File: config.mk
export PLATFORM = sky130hd
export DESIGN_NAME = sdram_byte_packer
export DESIGN_NICKNAME = d
export VERILOG_FILES = /design/src/rtl/sdram_byte_packer.sv
export SDC_FILE = /design/constraint.sdc
export NUM_CORES = 1
export LEC_CHECK = 0
export CAP_MARGIN = 30
export CORE_MARGIN = 2
export CORE_UTILIZATION = 50
export DETAILED_ROUTE_END_ITERATION = 7
export PLACE_DENSITY_LB_ADDON = 0.08
export SKIP_CTS_REPAIR_TIMING = 1
export SYNTH_ARGS = -nofsm -noshare
export SYNTH_HDL_FRONTEND = slang
export SYNTH_SLANG_ARGS = --single-unit
File: constraint.sdc
create_clock -name clk -period 3.45 [get_ports clk]
set_clock_uncertainty 0.05 [all_clocks]
set_input_delay 1.035 -clock clk [delete_from_list [all_inputs] [get_ports clk]]
set_output_delay 1.035 -clock clk [all_outputs]
set_load 0.005 [all_outputs]
File: src/rtl/sdram_byte_packer.sv
`default_nettype none
// ============================================================================
// Module      : sdram_byte_packer
// Description : Packs byte pairs from the counter into 16-bit words, buffers
//               them in a small FIFO and issues sequential SDRAM writes.
// Revision    : 1.0 - initial release
// ============================================================================
module sdram_byte_packer #(
   parameter int                ADDR_W    = 8,
   parameter logic [ADDR_W-1:0] BASE_ADDR = '0,
   parameter int                NUM_WORDS = 16,
   parameter int                DEPTH     = 4
) (
   input  logic              clk,
   input  logic              reset,
   input  logic              start,
   input  logic [7:0]        in_data,
   input  logic              in_valid,
   output logic              in_ready,
   output logic [15:0]       wr_data,
   output logic [ADDR_W-1:0] wr_addr,
   output logic              wr_req,
   input  logic              wr_ack,
   output logic              done,
   output logic              busy
);

   localparam int CNT_W = $clog2(NUM_WORDS + 1);
   localparam int PTR_W = $clog2(DEPTH);
   localparam int LVL_W = $clog2(DEPTH + 1);

   localparam logic [CNT_W-1:0] c_num_words = CNT_W'(NUM_WORDS);
   localparam logic [CNT_W-1:0] c_last_word = CNT_W'(NUM_WORDS - 1);
   localparam logic [LVL_W-1:0] c_depth     = LVL_W'(DEPTH);

   typedef enum logic [1:0] {
      S_IDLE = 2'd0,
      S_RUN  = 2'd1,
      S_DONE = 2'd2
   } state_t;

   state_t            r_state;
   state_t            w_state_nxt;
   logic              w_enter_run;

   logic [15:0]       r_mem [DEPTH];
   logic [PTR_W-1:0]  r_wptr;
   logic [PTR_W-1:0]  r_rptr;
   logic [LVL_W-1:0]  r_count;
   logic              r_phase;
   logic [7:0]        r_low;
   logic [CNT_W-1:0]  r_packed;
   logic [CNT_W-1:0]  r_written;
   logic [ADDR_W-1:0] r_addr;

   logic              w_accept;
   logic              w_push;
   logic              w_pop;

   assign wr_req   = (r_count != '0);
   assign wr_addr  = r_addr;
   // Head is masked when empty so the write bus idles at zero.
   assign wr_data  = wr_req ? r_mem[r_rptr] : 16'h0000;

   assign w_accept = in_valid && in_ready;
   assign w_push   = w_accept && r_phase;
   assign w_pop    = wr_req && wr_ack;

   always_ff @(posedge clk) begin
      if (reset) begin
         r_state <= S_IDLE;
      end else begin
         r_state <= w_state_nxt;
      end
   end

   always_comb begin
      w_state_nxt = r_state;
      w_enter_run = 1'b0;
      busy        = (r_state == S_RUN);
      done        = (r_state == S_DONE);
      // No pass-through when full: a same-cycle pop never opens the input.
      in_ready    = (r_state == S_RUN) && (r_count < c_depth) &&
                    (r_packed < c_num_words);
      case (r_state)
         S_IDLE, S_DONE: begin
            if (start) begin
               w_state_nxt = S_RUN;
               w_enter_run = 1'b1;
            end
         end
         S_RUN: begin
            if (w_pop && (r_written == c_last_word)) begin
               w_state_nxt = S_DONE;
            end
         end
         default: begin
            w_state_nxt = S_IDLE;
         end
      endcase
   end

   always_ff @(posedge clk) begin
      if (w_push) begin
         r_mem[r_wptr] <= {in_data, r_low};
      end
   end

   always_ff @(posedge clk) begin
      if (reset) begin
         r_wptr    <= '0;
         r_rptr    <= '0;
         r_count   <= '0;
         r_phase   <= 1'b0;
         r_low     <= 8'h00;
         r_packed  <= '0;
         r_written <= '0;
         r_addr    <= BASE_ADDR;
      end else if (w_enter_run) begin
         r_wptr    <= '0;
         r_rptr    <= '0;
         r_count   <= '0;
         r_phase   <= 1'b0;
         r_packed  <= '0;
         r_written <= '0;
         r_addr    <= BASE_ADDR;
      end else begin
         if (w_accept) begin
            r_phase <= ~r_phase;
            if (!r_phase) begin
               r_low <= in_data;
            end
         end
         if (w_push) begin
            r_wptr   <= r_wptr + PTR_W'(1);
            r_packed <= r_packed + CNT_W'(1);
         end
         if (w_pop) begin
            r_rptr    <= r_rptr + PTR_W'(1);
            r_written <= r_written + CNT_W'(1);
            r_addr    <= r_addr + ADDR_W'(1);
         end
         case ({w_push, w_pop})
            2'b10:   r_count <= r_count + LVL_W'(1);
            2'b01:   r_count <= r_count - LVL_W'(1);
            default: r_count <= r_count;
         endcase
      end
   end

endmodule
`default_nettype wire

==> flow_summary.json <==
{
  "status": "complete, no violations",
  "grt_util_all_layers_pct": 17.2,
  "p_switching_uw": 430,
  "required_ns": 2.36,
  "grt_pass1_wl_um": 11500,
  "start_util_pct": 51.0,
  "viasPerCell": 5.35,
  "ioPinCount": 41,
  "hold_class": "reg2reg",
  "cp-end-kind": "output port",
  "placed_cells": 448,
  "cts-buffers-inserted": 9,
  "internal_power_uw": 1670,
  "period_needed_ns": 3.23,
  "worstRegToRegCells": 9,
  "syn_to_final_growth_pct": 18.7,
  "drc": 0,
  "netlist-cell-type-count": 39,
  "synth_cells": 305,
  "die_x_um": 95.1,
  "n_antenna_cell": 0,
  "hold_depth": 2,
  "grt_pass1_vias": 2334,
  "insertion_delay_ns": 0.35,
  "pwr-share-clk_pct": 34.3,
  "wl_um": 7060,
  "ys_ff_latch": 102,
  "syn_area_um2": 4150,
  "leakagePower_uw": 0.00157,
  "core-area_um2": 8130,
  "io_buffers": 40,
  "worst_pin_slew_ns": 0.537,
  "cp.arrival_ns": 2.15,
  "max_stage_delay_ns": 0.57,
  "drt-pass1-iter-count": 4,
  "final-hold-violation-count": 0,
  "setup_viol": 0,
  "clock_sinks": 102,
  "drive_gt1_share_pct": 13.4,
  "drv_slew": 0,
  "cts_tree": "built",
  "nets": 377,
  "clk_pin_slew_ns": 0.09,
  "finalNonFillerCells": 464,
  "start_kind": "flop",
  "path_max_fanout": 16,
  "post-route-period-util_pct": 93.7,
  "die-area_um2": 9030,
  "ir_worst_vdd_mv": 0.197,
  "cap_viol_max_count": 0,
  "cts_buffer_depth": 2,
  "final_util_pct": 60.5,
  "rows": 33,
  "comb_power_share_pct": 3.4,
  "crit_slowest_cell": "mux4_2",
  "gp_congestion": 0.723,
  "crit_chain": "buf_4, mux4_2, nor2b_1, clkdlybuf4s50_1",
  "ant_nets": 0,
  "crit_cells": 4,
  "dpl.hpwl_um": 4530,
  "worst-path-buf-inv": 2,
  "grt-ovfl-total": 0,
  "path_class": "reg2out",
  "ys_seq_area_share_pct": 64.7,
  "holdWs_ns": 0.433,
  "p_total_uw": 2100,
  "max_freq_ghz": 0.309,
  "seq_power_share_pct": 62.2,
  "route.vias.total": 2482,
  "die_h_um": 95.1,
  "slew-limit-headroom_pct": 64.1,
  "root_buffer": "clkbuf_8",
  "cp_top_family": "buffers and inverters",
  "synth_warnings": 0,
  "antenna_found_initial": 0,
  "rsz0062_at_grt": "false",
  "syn_area_per_cell_um2": 13.6,
  "p_per_area_nw_per_um2": 426,
  "initialDrtViolationCount": 106,
  "tns_ns": 0,
  "switching_share_pct": 20.5,
  "synth_nets": 328,
  "drt-wirelength-per-cell_um": 15.2,
  "h-tree-depth": 3,
  "grt_max_degree": 19
}
==> layer usage <==
layer	GRT usage (%)	vias up	part of all wire, %
li1	-	1233	-
met3	3.08	12	3.3
met2	28.7	39	49
met5	0	-	0
met1	22.1	1198	45
met4	7.73	0	2.2
==> cells in the mapped netlist, drive strengths merged <==
master   count  area (um2)
edfxtp      64        1920
dfxtp       38         761
a21oi       27         135
o21ai       19        95.1
nor2b       18         113
inv         17        63.8
mux4        16         360
nand3       15        75.1
nor2        13        48.8
buf         10        51.3
ha           9         113
nand2        8        30.0
or3          7        43.8
and3         6        37.5
clkbuf       5        18.8
o31ai        5        42.5
or4          4        30.0
xnor2        4        35.0
nand2b       3        18.8
nor3         2        10.0
xor2         2        17.5
a211oi       1        7.51
a21o         1        7.51
a31oi        1        6.26
a32oi        1        8.76
fa           1        20.0
mux2i        1        10.0
nand3b       1        7.51
nand4        1        6.26
nand4bb      1        11.3
nor4         1        6.26
nor4bb       1        10.0
o311ai       1        16.3
or2          1        6.26
==> kinds of logic (layout without fill, tap and decap cells) <==
group                      Yosys count  count (layout)  synth area share, %
adders and majority gates           10              10                 3.20
xor gates and xnor gates             6               6                 1.27
buffers and inverters               32              86                 3.23
and+or+nand+nor                     82              82                 11.0
AOI/OAI and AO/OA                   56              56                 7.70
DFF                                102             102                 64.7
muxes                               17              17                 8.93
==> cells in the final DEF (no fill, tap or decap), drive strengths merged <==
master / instances
nand4bb: 1
or2: 1
nand3: 15
o311ai: 1
or3: 7
ha: 9
o31ai: 5
nor2: 13
nor3: 2
and3: 6
nand2: 8
or4: 4
inv: 18
a21oi: 27
xor2: 2
a21o: 1
clkinv: 3
dfxtp: 38
a211oi: 1
mux4: 16
nor2b: 18
clkinvlp: 1
xnor2: 4
fa: 1
buf: 13
a31oi: 1
edfxtp: 64
a32oi: 1
mux2i: 1
o21ai: 19
nor4: 1
nand3b: 1
clkdlybuf4s50: 40
nand2b: 3
bufinv: 1
clkbuf: 10
nor4bb: 1
nand4: 1
==> worst register-to-register path: cells and delay by family, from the launching register on <==
family / cells / cell delay (ns)
xor+xnor: 1 / 0.15
buf+inv: 2 / 0.13
fa+ha+maj: 2 / 0.54
compound gates: 1 / 0.14
flops: 1 / 0.45
simple gates: 3 / 0.75
==> worst paths after layout <==
path	end	slack [ns]	start
min	r_written[1]	0.43	r_written[1]
max reg2reg	r_count[2]	1.18	r_packed[4]
min reg2reg	r_written[1]	0.43	r_written[1]
max	wr_data[5]	0.22	flop
==> power groups by stage <==
stage          Clock, uW  Sequential, uW  Combinational (uW)
2_1_floorplan          0            1330                33.5
3_3_place_gp           0            1330                72.0
3_5_place_dp           0            1330                72.2
4_1_cts              734            1300                72.7
5_1_grt              779            1310                79.3
6_report             719            1300                71.9
==> cell type report <==
class                   instances  area (um2)
clock buffers                  10         128
clock inverters                 6        62.6
fillers                       639        3220
inverters                      17        63.8
multi-input cells             171        1340
flip-flops and latches        102        2680
well taps                     105         131
repair buffers                 53         510
==> sequential cells by signal, indices dropped and copies added (netlist names), named ones only <==
signal     flops
r_low          8
r_written      5
r_packed       5
r_wptr         2
wr_addr        8
r_state        2
r_phase        1
r_count        3
r_mem         64
r_rptr         2
==> metrics by stage <==
step | setup slack [ns] | area (um2)
final | 0.217 | 4920
after global routing | 0.101 | 4920
after CTS | 0.178 | 4920
after detailed placement | 0.418 | 4730
after global placement | 0.456 | 4730
after floorplan | 0.634 | 4150
Note: power is estimated with default switching activity, not from simulation.
